### config.mk
export PLATFORM = sky130hd
export DESIGN_NAME = spi_cmd_ctrl
export DESIGN_NICKNAME = d
export VERILOG_FILES = /design/src/rtl/spi_cmd_ctrl.sv
export SDC_FILE = /design/constraint.sdc
export NUM_CORES = 1
export LEC_CHECK = 0
export BUFFER_PORTS_ARGS = -buffer_cell sky130_fd_sc_hd__buf_2
export CELL_PAD_IN_SITES_DETAIL_PLACEMENT = 0
export CELL_PAD_IN_SITES_GLOBAL_PLACEMENT = 1
export CORE_ASPECT_RATIO = 0.7
export CORE_MARGIN = 2
export CORE_UTILIZATION = 40
export CTS_CLUSTER_SIZE = 28
export DETAILED_ROUTE_END_ITERATION = 8
export GPL_TIMING_DRIVEN = 0
export PLACE_DENSITY = 0.87
export SLEW_MARGIN = 20
export SYNTH_ARGS = -nofsm -noshare
export SYNTH_HDL_FRONTEND = slang
export SYNTH_SLANG_ARGS = --single-unit
### constraint.sdc
create_clock -name clk -period 1.75 [get_ports clk]
set_input_delay 0.4375 -clock clk [delete_from_list [all_inputs] [get_ports clk]]
set_output_delay 0.4375 -clock clk [all_outputs]
set_load 0.005 [all_outputs]
### src/rtl/spi_cmd_ctrl.sv
// spi_cmd_ctrl: SD-card SPI command sequencer with R1 response polling.
// Drives an external byte shifter and detects byte boundaries from its bit index.
module spi_cmd_ctrl #(
   parameter int CLK_DIV = 4,
   parameter int NCR_MAX = 8
) (
   input  logic        clk,
   input  logic        rst,
   input  logic        start,
   input  logic [5:0]  cmd_idx,
   input  logic [31:0] cmd_arg,
   input  logic [6:0]  crc7,
   output logic        busy,
   output logic        done,
   output logic [7:0]  resp,
   output logic        timeout,
   output logic        sclk,
   output logic        sclk_fall,
   output logic        spi_en,
   output logic [7:0]  spi_byte,
   input  logic [2:0]  spi_state,
   input  logic        miso,
   output logic        cs_n
);
   typedef enum logic [1:0] {IDLE, CMD, RESP, DONE} state_t;
   state_t      st;
   logic [7:0]  div, rx, ncr;
   logic [2:0]  bidx;
   logic [31:0] arg_q;
   logic [6:0]  crc_q;
   logic        tick, bnd, fin;
   logic [7:0]  nxt;
   assign tick = div == 8'(CLK_DIV - 1);
   assign bnd  = sclk_fall && spi_state == 3'd0;
   // byte following the one currently being shifted out
   assign nxt  = bidx == 3'd0 ? arg_q[31:24] :
                 bidx == 3'd1 ? arg_q[23:16] :
                 bidx == 3'd2 ? arg_q[15:8]  :
                 bidx == 3'd3 ? arg_q[7:0]   : {crc_q, 1'b1};
   assign fin  = st == RESP && bnd && (!rx[7] || ncr == 8'(NCR_MAX - 1));
   always_ff @(posedge clk or negedge rst) begin
      if (!rst) begin
         st        <= IDLE;
         div       <= '0;
         rx        <= 8'hFF;
         ncr       <= '0;
         bidx      <= '0;
         arg_q     <= '0;
         crc_q     <= '0;
         busy      <= 1'b0;
         done      <= 1'b0;
         resp      <= 8'hFF;
         timeout   <= 1'b0;
         sclk      <= 1'b0;
         sclk_fall <= 1'b0;
         spi_en    <= 1'b0;
         spi_byte  <= 8'hFF;
         cs_n      <= 1'b1;
      end else begin
         sclk_fall <= 1'b0;
         done      <= 1'b0;
         case (st)
            IDLE: if (start) begin
               arg_q    <= cmd_arg;
               crc_q    <= crc7;
               spi_byte <= {2'b01, cmd_idx};
               bidx     <= '0;
               div      <= '0;
               st       <= CMD;
               cs_n     <= 1'b0;
               spi_en   <= 1'b1;
               busy     <= 1'b1;
            end
            CMD, RESP: begin
               div <= tick ? 8'd0 : div + 8'd1;
               if (tick) begin
                  sclk      <= ~sclk;
                  sclk_fall <= sclk;
                  if (!sclk) rx <= {rx[6:0], miso};
               end
               if (bnd && st == CMD) begin
                  bidx     <= bidx + 3'd1;
                  spi_byte <= bidx == 3'd5 ? 8'hFF : nxt;
                  if (bidx == 3'd5) begin
                     st  <= RESP;
                     ncr <= '0;
                  end
               end
               if (bnd && st == RESP && rx[7]) ncr <= ncr + 8'd1;
               // a valid response outranks the poll limit at the same boundary
               if (fin) begin
                  resp      <= rx[7] ? 8'hFF : rx;
                  timeout   <= rx[7];
                  st        <= DONE;
                  done      <= 1'b1;
                  spi_en    <= 1'b0;
                  cs_n      <= 1'b1;
                  spi_byte  <= 8'hFF;
                  sclk      <= 1'b0;
                  sclk_fall <= 1'b0;
                  div       <= '0;
               end
            end
            DONE: begin
               st   <= IDLE;
               busy <= 1'b0;
            end
            default: st <= IDLE;
         endcase
      end
   end
endmodule

==> flow_metrics.tcl <==
set metrics [dict create \
    synth_top_family_by_area "simple AND/OR/NAND/NOR gates" \
    syn_to_final_growth_pct 40.5 \
    fp.coreArea_mm2 0.0110 \
    start_util_pct 41.0 \
    status "finished with violations" \
    drc 0 \
    syn_inst 412 \
    rr_worst_depth 6 \
    synth-seq-cells 91 \
    fillCellCount 898 \
    muxShareOfSynthArea_pct 12.9 \
    drt_iter0_drc 316 \
    wirelength_um 12300 \
    final_common_cell "buf_2" \
    port_buffers 74 \
    hold_buffers 0 \
    setup_ws_ps -110 \
    synth-simple-area-share_pct 15.8 \
    grt_pass1_wl_um 19000 \
    cp.required_ps 2020 \
    synth_nets 475 \
    yosysSeqAreaShare_pct 51.1 \
    finalHoldViolCount 0 \
    first_pass_iters 4 \
    antenna_found_initial 0 \
    setup_viol_count_final 22 \
    die_w_um 131 \
    cp_max_fo 4 \
    maxSlewHeadroom_pct 69.5 \
    skew_ps 9.86 \
    synth-xor-area-share_pct 1.16 \
    hp-class "in2async" \
    h-tree-depth 3 \
    crit_type "reg2reg" \
    n_antenna_cell 0 \
    ys.flop_type "dfrtp_1" \
    routedWlPerCell_um 17.6 \
    cts_num_sinks 91 \
    yosys_warnings 0 \
    synth_area_mm2 0.00451 \
    fin_crit_ps 1860 \
    seq_area_mm2 0.00231 \
    clk_path_buf_depth 2 \
    peakVddDrop_v 0.000885 \
    fp.dieH_um 92.9 \
    dp_hpwl_um 7730 \
    maxCapViolations 0 \
    synth_compound_area_share_pct 12.7 \
    synth_edf_count 0 \
    grt_usage_pct 20.5 \
    synth_area_per_cell_um2 11.0 \
    slew_violations 0 \
    io_pins 75 \
    post-place-ws_ps -421 \
    p_per_area_mw_per_mm2 1580 \
    leakagePower_nw 2.77 \
    first_global_vias 3747 \
    ant_nets 0 \
    numCtsBuffers 9 \
    finalWeightedCongestion 0.834 \
    critPathArrivalTime_ps 2130 \
    vias 3754 \
    hold_slack_ps 11.9 \
    multi_input_area_mm2 0.00252 \
    grt_max_degree 47 \
    worstSkewPairLatency_ps 350 \
    drive_gt1_share_pct 57.2 \
    violations "negative setup slack" \
    clock.fmax_mhz 538 \
    crit_path_end_kind "register" \
    synth_top_area_share_pct 36.6 \
    dieArea_mm2 0.0122 \
    rows 32 \
    tightestPinTransition_ps 458 \
    ys_async_sr_fraction_pct 100 \
    final_cell_mix "78 x buf_2, 64 x dfrtp_1, 41 x mux2_2, 38 x buf_4, 35 x nor2_1" \
    vias_per_cell 5.39 \
    nets 602 \
    cts_tree "built" \
    yosys.area.top_type "dfrtp_1" \
    yosys-top-cells-area "dfrtp_1 37%, dfstp_2 15%, mux2_2 10%, nor2_1 3.1%, ha_1 3.0%" \
    synthAdderAreaFrac_pct 3.05 \
    synth_cell_types 56 \
    path_clk_slew_ps 70 \
    rsz0062_at_grt "true" \
    setup.worst_path.start_class "register" \
    post-route-period-util_pct 106 \
    gr-total-overflow 0 \
    clockRootBuffer "clkbuf_16" \
]
-- metrics by stage --
stage / TNS (ps) / total power, mW / utilization, % / cells / instance area (um2)
final: -1060 / 10.0 / 57.6 / 697 / 6340
after global routing: -2950 / 10.6 / 57.6 / 697 / 6340
after CTS: -499 / 9.28 / 54.4 / 678 / 5990
after detailed placement: -23070 / 6.52 / 46.8 / 640 / 5160
after global placement: -63540 / 6.40 / 46.5 / 639 / 5120
after floorplan: -51.7 / 5.49 / - / 412 / 4560
-- worst paths after layout --
kind	slack [ps]	end	start
hold / removal	10	done	rst
setup reg to reg	-110	div[4]	ncr[0]
hold reg to reg	490	timeout	timeout
min in group clk	320	crc_q[1]	crc7[1]
max in group asynchronous	1120	cs_n	rst
setup / recovery	-110	div[4]	ncr[0]
-- cell type report --
type / instances / share of cell area [%]
Buffer: 17 / 2.86
Clock buffer: 13 / 4.10
Clock inverter: 3 / 0.335
Inverter: 15 / 1.05
Multi-Input combinational cell: 285 / 39.8
Sequential cell: 91 / 36.4
Tap cell: 153 / 3.02
Timing Repair Buffer: 120 / 12.4
-- critical path, stage by stage (launching register included) --
cell and delay, ps:
dfrtp_1 390, ha_2 190, and2_4 180, a31oi_4 290, nor2_4 60, or4_4 520, a31oi_1 150
-- repair_timing --
item                       CTS  global route
buffers inserted            24            18
gates resized for setup     92            54
gates cloned                 1             2
setup endpoints to repair   79            42
pin swaps                   18            44
-- report_power, final --
group | internal (mW) | switching (mW) | leakage (nW)
logic | 2.43 | 2.37 | 1.56
registers | 2.91 | 0.478 | 1.07
clock network | 1.04 | 0.808 | 0.136
total | 6.38 | 3.65 | 2.77
-- flip-flops by register name, indices dropped and copies added (netlist names) --
name       count
st             2
sclk_fall      1
cs_n           1
spi_byte       8
div            8
resp           8
arg_q         32
rx             8
busy           1
bidx           3
done           1
spi_en         1
crc_q          7
timeout        1
ncr            8
sclk           1
-- cell usage after synthesis, types with 2 or more instances --
library cell  count
o22a_1            2
nand3b_1          7
o21ai_0          18
a31oi_1           2
and2_1            2
a22oi_1           2
o21ai_1           4
xor2_1            2
nand2_1          23
o2111ai_1         2
mux2_2           41
mux2_4            8
and3_1            5
o22ai_1           4
inv_1            14
nor2b_1          10
buf_1             5
ha_1             11
nor3_1           13
xnor2_1           4
nor3b_1           8
dfstp_2          25
nand3_1           7
or3_1             4
a32o_1            8
a211oi_1          6
or2_1             2
nor2_1           37
o211ai_1          5
dfrtp_1          66
clkbuf_1         13
nand2b_1          4
a21oi_1          25
-- routing by layer --
metal	GRT usage, %	routed length [um]
met5	0	0
met4	5.32	207
met3	5.55	650
met2	31.2	5660
met1	28.8	5770
-- logic make-up after synthesis --
family,after synthesis
multiplexers,49
adder cells (fa/ha/maj),11
AO/OA/AOI/OAI,88
XOR/XNOR,6
flip-flops,91
buffers and inverters,36
AND/OR/NAND/NOR,131
(Power assumes the default switching activity.)
